## src/rtl/serial_mult_abortable.sv

```systemverilog
// Shift-add serial multiplier with start/done handshake and a synchronous abort.
// Define SERIAL_MULT_SIGNED_EN for two's-complement operands and result.
module serial_mult_abortable #(
    parameter int WIDTH = 8
) (
    input  logic               clock,
    input  logic               reset,
    input  logic               start,
    input  logic               abort,
    input  logic [WIDTH-1:0]   a,
    input  logic [WIDTH-1:0]   b,
    output logic               ready,
    output logic               busy,
    output logic               done,
    output logic               aborted,
    output logic [2*WIDTH-1:0] y
);

    localparam int CW = $clog2(WIDTH + 1);

    typedef enum logic [1:0] {
        S_IDLE,
        S_RUN,
        S_DONE
    } state_t;

    state_t               state, state_next;
    logic                 ready_next, busy_next, done_next, aborted_next;
    logic [WIDTH-1:0]     mcand, mplier, acc;
    logic [CW-1:0]        count;
    logic [WIDTH:0]       sum;
    logic [2*WIDTH-1:0]   product, result;
    logic [WIDTH-1:0]     a_cap, b_cap;
    logic                 accept, step, last_step;

`ifdef SERIAL_MULT_SIGNED_EN
    logic neg;

    // Magnitudes fit in WIDTH unsigned bits, including the most negative value.
    assign a_cap  = a[WIDTH-1] ? -a : a;
    assign b_cap  = b[WIDTH-1] ? -b : b;
    assign result = neg ? -product : product;
`else
    assign a_cap  = a;
    assign b_cap  = b;
    assign result = product;
`endif

    assign accept    = (state == S_IDLE) && ready && start;
    assign step      = (state == S_RUN) && !abort;
    assign last_step = step && (count == CW'(1));

    // The carry out of the add becomes the top bit of the shifted chain.
    assign sum     = {1'b0, acc} + (mplier[0] ? {1'b0, mcand} : {(WIDTH+1){1'b0}});
    assign product = {sum, mplier[WIDTH-1:1]};

    // NOTE: every always_comb output gets a default first so no path can infer a latch.
    always_comb begin
        state_next   = state;
        aborted_next = 1'b0;
        case (state)
            S_IDLE: if (accept) state_next = S_RUN;
            S_RUN: begin
                if (abort) begin
                    state_next   = S_IDLE;
                    aborted_next = 1'b1;
                end else if (count == CW'(1)) begin
                    state_next = S_DONE;
                end
            end
            S_DONE:  state_next = S_IDLE;
            default: state_next = S_IDLE;
        endcase
        ready_next = (state_next == S_IDLE);
        busy_next  = (state_next == S_RUN);
        done_next  = (state_next == S_DONE);
    end

    // NOTE: sequential state uses non-blocking assignments so every register samples pre-edge values.
    always_ff @(posedge clock or posedge reset) begin
        if (reset) begin
            state   <= S_IDLE;
            ready   <= 1'b0;
            busy    <= 1'b0;
            done    <= 1'b0;
            aborted <= 1'b0;
            y       <= '0;
            mcand   <= '0;
            mplier  <= '0;
            acc     <= '0;
            count   <= '0;
`ifdef SERIAL_MULT_SIGNED_EN
            neg     <= 1'b0;
`endif
        end else begin
            state   <= state_next;
            ready   <= ready_next;
            busy    <= busy_next;
            done    <= done_next;
            aborted <= aborted_next;
            if (accept) begin
                mcand  <= a_cap;
                mplier <= b_cap;
                acc    <= '0;
                count  <= CW'(WIDTH);
`ifdef SERIAL_MULT_SIGNED_EN
                neg    <= a[WIDTH-1] ^ b[WIDTH-1];
`endif
            end else if (step) begin
                acc    <= sum[WIDTH:1];
                mplier <= {sum[0], mplier[WIDTH-1:1]};
                count  <= count - CW'(1);
            end
            // The final step's product goes straight to y so it is visible with done.
            if (last_step) y <= result;
        end
    end

endmodule

```

## config.mk

```make
export PLATFORM = sky130hd
export DESIGN_NAME = serial_mult_abortable
export DESIGN_NICKNAME = d
export VERILOG_FILES = /design/src/rtl/serial_mult_abortable.sv
export SDC_FILE = /design/constraint.sdc
export NUM_CORES = 1
export LEC_CHECK = 0
export BUFFER_PORTS_ARGS = -buffer_cell sky130_fd_sc_hd__buf_2
export CAP_MARGIN = 25
export CORE_ASPECT_RATIO = 1.4
export CORE_MARGIN = 2
export CORE_UTILIZATION = 30
export DETAILED_ROUTE_END_ITERATION = 8
export PLACE_DENSITY_LB_ADDON = 0.1
export SYNTH_ARGS = -nofsm -noshare
export SYNTH_HDL_FRONTEND = slang
export SYNTH_SLANG_ARGS = --single-unit
```

## constraint.sdc

```tcl
create_clock -name clock -period 5.3 [get_ports clock]
set_input_delay 0.53 -clock clock [delete_from_list [all_inputs] [get_ports clock]]
set_output_delay 0.53 -clock clock [all_outputs]
set_load 0.02 [all_outputs]
```

# Word-level counts from Yosys, hierarchy flattened
# Cells that the tools add are included.
# W data, S select, Z words.
# totals
ff_bits	50
inputBits	20
output_inout_bits	20
elab_cells	37
# classes
n_addsub	2
eq_ne	4
muxes	13
reduce_logical	8
# ops
operator	n
$mux W8	5
$add A8 B8 Y9	1
$mux W4	2
$mux W2	3
$eq A2 B1 Y1 const B	2
$eq A4 B1 Y1 const B	1
$logic_and A1 B1 Y1	4
$logic_not A2 Y1	2
$pmux W2 S2	1
$sub A4 B1 Y4 const B	1
$eq A2 B2 Y1 const B	1
$mux W1	2
$reduce_bool A2 Y1	1
$logic_not A1 Y1	1

# Depth between registers and ports, before layout
# Gate-level depths: netlist of run 1.
# depth
ltp_word	6
mapped_depth	9
depth_no_buf	7

# Least setup slack after synthesis of run 1
# Ideal clock, no wire load.
# synth_timing
path_type	reg-to-reg
from	reg mplier[0]
to	reg y[13]
setup_ns	0.125
arrival_time_ns	2.052
path_slack_ns	3.124
stages_incl_launch_ff	8
n_path_buf	0
cell_sequence	dfrtp_1 -> and2_1 -> ha_1 -> fa_1 -> a21o_1 -> a221oi_1 -> xnor2_1 -> mux2_2
# synth_via
elab_chain_len	2
# synth_rtl
item	line_no	source
start: declaration	29	logic [WIDTH-1:0] mcand, mplier, acc;
start signal: assignment	103	mplier <= b_cap;
start signal: assignment	111	mplier <= {sum[0], mplier[WIDTH-1:1]};
$mux W8	54	assign sum = {1'b0, acc} + (mplier[0] ? {1'b0, mcand} : {(WIDTH+1){1'b0}});
$add A8 B8 Y9	54	
end signal: assignment	115	if (last_step) y <= result;
end: declaration	16	output logic [2*WIDTH-1:0] y
# No other way between the ends.
# A chain may end at the register's enable or synchronous reset.

# Worst setup path after layout of run 1
# Ends and elaborated chain as after synthesis.

==> flow_metrics.tcl, run 1 <==
set metrics [dict create \
    synth.net_count 241 \
    fin_crit_sh 0.444 \
    drv_slew 0 \
    synth_top_area_cell "dfrtp_1" \
    worstPathArrival_ps 2550 \
    p_sw_mw 0.541 \
    ant_nets 0 \
    path_cells "and2_1 > ha_1 > fa_1 > a21o_1 > a221oi_1 > xnor2_1 > mux2_2" \
    globalplace.congestion 0.764 \
    reg2reg_to "y[13]$_DFFE_PP0P_" \
    syn_inst 210 \
    area_growth_syn_to_layout_pct 18.5 \
    finalWirelength_mm 5.22 \
    cts_buffer_depth 2 \
    worst_pin_slew_ps 689 \
    dp_hpwl_mm 3.56 \
    setup_viol_count_final 0 \
    vias_per_cell 4.69 \
    clock_latency_ps 300 \
    cap_violations 0 \
    die_x_um 78.0 \
    die_h_um 108 \
    n_antenna_cell 0 \
    ir_drop_mv 0.216 \
    hold_viol_final 0 \
    start_util 0.310 \
    layout-drive-gt1-share 0.264 \
    leakagePower_nw 1.44 \
    hold_buffers 0 \
    r2r_cells 7 \
    cts_resized 0 \
    place_area_um2 2620 \
    ys_seq_area_frac 0.544 \
    finClkSkew_ps 5.14 \
    io_pins 40 \
    wl_per_cell_um 14.9 \
    drt-initial-drc-count 48 \
    switching_share 0.375 \
    dr.pass1.iters 4 \
    ys_ff_latch 50 \
    slowest_stage "dfrtp_1" \
    ys_types 42 \
    worstPathMaxFanout 9 \
    grt_overflow_total 0 \
    cp-start-kind "register" \
    synthArstFlopShare 1.00 \
    synthTopCellsByArea "dfrtp_1 54%, nand2_1 9.1%, ha_1 5.4%" \
    hp-class "primary input to asynchronous set/reset pin" \
    p_clk_frac 0.186 \
    layout_common_cells "56 x nand2_1, 50 x dfrtp_1, 39 x buf_2" \
    clockRootBuffer "clkbuf_8" \
    crit_type "register to register" \
    pwr-share-comb 0.385 \
    grt_use_total 0.135 \
    final_area_um2 2730 \
    totalNegativeSetupSlack_ps 0 \
    slowest_delay_ps 470 \
    synth-edff-count 0 \
    h-tree-depth 2 \
    yosys_warnings 0 \
    rsz0062_at_grt "false" \
    synth_top_area_frac 0.544 \
    port_buffers 39 \
    ff2ff_setup_slack_ps 2950 \
    die_area_um2 8390 \
    dp.cells 343 \
    required_ps 5490 \
    final_common_cell "nand2_1" \
    antenna_found_initial 0 \
    ys.flop_type "dfrtp_1" \
    status "finished clean" \
    slew_headroom 0.539 \
    grt_pass1_wl_mm 8.86 \
    grt_max_degree 51 \
    cts_buffers 5 \
    first_global_vias 1772 \
    pwr-share-seq 0.428 \
    power.density_nw_per_um2 529 \
    crit_path_end_kind "register" \
    drc 0 \
    cts.sinks 50 \
    timing.rr.start "mplier[0]$_DFFE_PP0P_" \
    post_cts_buffers 0 \
    rows 37 \
    path_clk_slew_ps 90 \
    min_period_ps 2350 \
    max_freq_mhz 425 \
    syn_area_um2 2300 \
    filler_cell_count 787 \
    nets 284 \
    final_cells 351 \
    hold_ws_ps 377 \
    cts_tree "built" \
    core_um2 7410 \
    vias 1647 \
    power.internal_mw 0.901 \
    postSynthAreaPerCell_um2 11.0 \
]
-- synthesized netlist by cell type (all sizes together), types with 2 or more instances --
| cell type | instances |
|---|---|
| a211o | 3 |
| a21o | 5 |
| a21oi | 3 |
| a22o | 4 |
| a22oi | 9 |
| and2 | 8 |
| buf | 5 |
| clkbuf | 3 |
| dfrtp | 50 |
| ha | 10 |
| inv | 6 |
| mux2 | 11 |
| nand2 | 56 |
| nand3 | 3 |
| nand4 | 2 |
| nor2 | 2 |
| o21ai | 5 |
| o31ai | 2 |
| or3b | 2 |
| xnor2 | 4 |
| xor2 | 2 |
-- state kept, by name, indices dropped and copies added, names as in the netlist --
register,cells
y,16
done,1
mplier,8
acc,8
ready,1
mcand,8
count,4
state,2
aborted,1
busy,1
-- worst max-delay path by stage --
| stage | startpoint | end | depth (start not counted) | slack [ps] |
|---|---|---|---|---|
| 5_1_grt | mplier[0]$_DFFE_PP0P_ | y[13]$_DFFE_PP0P_ | 7 | 2780 |
| 2_1_floorplan | mplier[0]$_DFFE_PP0P_ | y[13]$_DFFE_PP0P_ | 7 | 3120 |
| 3_3_place_gp | mplier[0]$_DFFE_PP0P_ | y[13]$_DFFE_PP0P_ | 7 | 2940 |
| 3_5_place_dp | mplier[0]$_DFFE_PP0P_ | y[13]$_DFFE_PP0P_ | 7 | 2940 |
| 6_report | mplier[0]$_DFFE_PP0P_ | y[13]$_DFFE_PP0P_ | 7 | 2950 |
| 4_1_cts | mplier[0]$_DFFE_PP0P_ | y[13]$_DFFE_PP0P_ | 7 | 2900 |
-- worst max-delay path, delay by kind of cell (launching register included) --
family	cells	cell delay (ps)
simple gates	1	170
mux	1	270
compound gates	2	590
flops	1	470
xor+xnor	1	130
fa+ha+maj	2	610
-- layer usage --
layer	wire [um]	share of wire	vias up	track usage
li1	-	-	802	-
met1	2390	0.46	809	0.172
met2	2580	0.49	30	0.230
met3	190	0.036	6	0.0277
met4	61	0.012	0	0.0414
met5	0	0	-	0
-- power by group through the flow --
stage | Combinational (mW) | Clock [mW] | Sequential [mW]
global placement | 0.561 | 0 | 0.631
finish | 0.556 | 0.269 | 0.618
floorplan | 0.353 | 0 | 0.653
CTS | 0.565 | 0.280 | 0.624
global route | 0.631 | 0.292 | 0.640
detailed placement | 0.564 | 0 | 0.628
-- cell type report --
| cell class | count | area, um^2 | share of cell area |
|---|---|---|---|
| clock inverter | 3 | 40.0 | 0.0147 |
| inverter | 6 | 27.5 | 0.0101 |
| sequential | 50 | 1250 | 0.459 |
| timing repair buffer | 44 | 233 | 0.0854 |
| clock buffer | 5 | 68.8 | 0.0253 |
| tap | 97 | 121 | 0.0445 |
| multi-input combinational | 146 | 983 | 0.361 |
-- metrics by stage --
step	total power, mW	setup WS, ps	utilization
after detailed placement	1.19	2940	0.353
after global routing	1.56	2780	0.368
after global placement	1.19	2940	0.353
final	1.44	2950	0.368
after CTS	1.47	2900	0.368
after floorplan	1.01	3120	-
-- logic make-up after synthesis --
family | share of synthesized area
flops | 0.544
simple gates | 0.163
compound gates | 0.114
buf+inv | 0.0348
fa+ha+maj | 0.0631
xor+xnor | 0.0229
mux | 0.0582
Note: power is estimated with default switching activity, not from simulation.
==> run 2: changes to the inputs <==
--- a/config.mk
+++ b/config.mk
@@ -5,6 +5,7 @@
 export SDC_FILE = /design/constraint.sdc
 export NUM_CORES = 1
 export LEC_CHECK = 0
+export ABC_AREA = 1
 export BUFFER_PORTS_ARGS = -buffer_cell sky130_fd_sc_hd__buf_2
 export CAP_MARGIN = 25
 export CORE_ASPECT_RATIO = 1.4
==> constraint.sdc (replaced) <==
create_clock -name clock -period 1.95 [get_ports clock]
set_input_delay 0.195 -clock clock [delete_from_list [all_inputs] [get_ports clock]]
set_output_delay 0.195 -clock clock [all_outputs]
set_load 0.02 [all_outputs]
==> run 2 against run 1 <==
Sequential cell count is the same. Critical path depth increased by 4. Power rose to 2.8 times the previous value. Combinational power rose to 2.9 times the previous value. Via count is 11% higher. Hold slack worse by 340 ps. Count of clock-buffer cells in the layout increased by 1. Register-to-register slack got worse by 2800 ps. Largest cell class unchanged. Largest power group is now combinational logic. Highest routed layer unchanged.
==> flow_metrics.tcl, run 2 <==
set metrics [dict create \
    synth.net_count 304 \
    wl_per_cell_um 12.4 \
    synth_top_family_by_area "simple AND/OR/NAND/NOR gates" \
    power.density_nw_per_um2 1420 \
    rows 38 \
    grt_overflow_total 0 \
    crit_type "register to register" \
    path_clk_slew_ps 90 \
    worstPathArrival_ps 1980 \
    synth-simple-area-share 0.258 \
    layout_common_cells "101 x nand2_1, 50 x dfrtp_1, 39 x buf_2" \
    synthMuxAreaShare 0 \
    port_buffers 39 \
    top_layer_used "met4" \
    min_period_ps 1780 \
    cp-start-kind "register" \
    clock_latency_ps 310 \
    slew_headroom 0.573 \
    cpMostUsedCell "nand2_1" \
    slowest_delay_ps 390 \
    vias 1829 \
    place_area_um2 2720 \
    start_util 0.311 \
    syn_area_um2 2440 \
    die_area_um2 8880 \
    first_global_vias 1907 \
    wirelength_met1_mm 2.44 \
    ff2ff_setup_slack_ps 170 \
    worst_pin_slew_ps 641 \
    drc 0 \
    drv_slew 0 \
    die_x_um 80.2 \
    final_core_util 0.363 \
    cap_violations 0 \
    syn_inst 273 \
    path_cells "buf_4 > nand2_1 > inv_1 > ha_1 > or2_2 > nand3_2 > nand2_1 > nand2_1 > nand2_1 > nand2_1 > nand2_1" \
    drt-initial-drc-count 58 \
    ys_ff_latch 50 \
    h-tree-depth 2 \
    cts.sinks 50 \
    filler_cell_count 872 \
    grt_pass1_wl_mm 9.20 \
    cts_buffers 5 \
    yosys-top-cells-count "101 x nand2_1, 50 x dfrtp_1, 31 x inv_1" \
    synth_top_area_frac 0.513 \
    synthArstFlopShare 1.00 \
    ys_seq_area_frac 0.513 \
    ant_nets 0 \
    crit_path_end_kind "register" \
    vias_per_cell 4.41 \
    postSynthAreaPerCell_um2 8.94 \
    io_pins 40 \
    final_area_um2 2850 \
    largest_register_ffs 16 \
    layout-drive-gt1-share 0.244 \
    clockRootBuffer "clkbuf_8" \
    ir_drop_mv 0.400 \
    synth_top_area_cell "dfrtp_1" \
    worstPathMaxFanout 8 \
    synth_fa_ha_area_frac 0.0595 \
    synthTopCellsByArea "dfrtp_1 51%, nand2_1 16%, ha_1 5.1%" \
    yosys_warnings 0 \
    synth_compound_area_frac 0.0861 \
    grt_max_degree 51 \
    hold_buffers 0 \
    antenna_found_initial 0 \
    total_power_mw 4.03 \
    cts_buffer_depth 2 \
    max_freq_mhz 561 \
    die_h_um 111 \
    synthXorXnorAreaFrac 0.00718 \
    required_ps 2150 \
    grt_use_total 0.133 \
    finClkSkew_ps 8.25 \
    slowest_stage "dfrtp_1" \
    dp_hpwl_mm 3.62 \
    nets 346 \
    globalplace.congestion 0.761 \
    met3_length_um 164 \
    largest-register "y" \
    setup_viol_count_final 0 \
    hold_viol_final 0 \
    finalWirelength_mm 5.15 \
    leakagePower_nw 1.61 \
    cts_resized 0 \
    core_um2 7850 \
    met2_length_mm 2.43 \
    area_growth_syn_to_layout_pct 16.7 \
    synth-edff-count 0 \
    ys.flop_type "dfrtp_1" \
    synth.most_common_cell "nand2_1" \
    ys_types 30 \
    hp-class "primary input to asynchronous set/reset pin" \
    n_antenna_cell 0 \
    status "finished clean" \
    post_cts_buffers 0 \
    fin_crit_sh 0.915 \
    cts_tree "built" \
    final_common_cell "nand2_1" \
    dr.pass1.iters 4 \
]
[run 2: cell count changes after synthesis, sizes merged, moves of 9 or more]
| cell | delta |
|---|---|
| mux2 | -11 |
| o21ai | +9 |
| a22oi | -9 |
| nand3 | +15 |
| nor2 | +9 |
| inv | +28 |
| nand2 | +51 |
[run 2: kinds of logic after synthesis]
| family | count (synthesis) |
|---|---|
| AO/OA/AOI/OAI | 28 |
| XOR/XNOR | 2 |
| adder cells (fa/ha/maj) | 11 |
| buffers and inverters | 41 |
| flip-flops | 50 |
| AND/OR/NAND/NOR | 141 |
[run 2: path summary, 6_finish.rpt]
| check | startpoint | to | depth (start not counted) |
|---|---|---|---|
| hold / removal | reset | busy$_DFF_PP0_ | 3 |
| hold reg to reg | y[15]$_DFFE_PP0P_ | y[15]$_DFFE_PP0P_ | 2 |
| min in group clock | a[1] | mcand[1]$_DFFE_PP0P_ | 3 |
| max in group asynchronous | reset | count[0]$_DFFE_PP0P_ | 3 |
| setup / recovery | mplier[0]$_DFFE_PP0P_ | acc[7]$_DFFE_PP0P_ | 11 |
| setup reg to reg | mplier[0]$_DFFE_PP0P_ | acc[7]$_DFFE_PP0P_ | 11 |
[run 2: layer usage]
layer / up-vias / GRT usage
met3: 7 / 0.0277
met5: - / 0
met4: 0 / 0.0542
met1: 844 / 0.170
met2: 29 / 0.214
li1: 949 / -
[run 2: final cells by class]
| class | count | area, um^2 | area share |
|---|---|---|---|
| flip-flops and latches | 50 | 1250 | 0.439 |
| multi-input cells | 182 | 1010 | 0.356 |
| repair buffers | 41 | 210 | 0.0738 |
| inverters | 35 | 134 | 0.0470 |
| well taps | 100 | 125 | 0.0439 |
| clock buffers | 6 | 82.6 | 0.0290 |
| clock inverters | 1 | 30.0 | 0.0105 |
[run 2: worst max-delay path, delay by kind of cell (launching register included)]
family | cells | cell delay (ps)
fa+ha+maj | 1 | 310
simple gates | 8 | 760
flops | 1 | 390
buf+inv | 2 | 200
[run 2: stage by stage]
stage | cells | setup WS [ps] | setup TNS [ps] | hold WS, ps
2_1_floorplan | 273 | 153 | 0 | 305
3_3_place_gp | 408 | 189 | 0 | 392
3_5_place_dp | 408 | 144 | 0 | 392
4_1_cts | 415 | 137 | 0 | 66.4
5_1_grt | 415 | -10.2 | -13.4 | 64.8
6_report | 415 | 167 | 0 | 38.7
[run 2: where the power goes]
part	total, mW	internal [mW]	switching, mW
Combinational	1.64	0.570	1.07
Sequential	1.63	1.43	0.208
Clock	0.761	0.411	0.350
Total	4.03	2.41	1.63
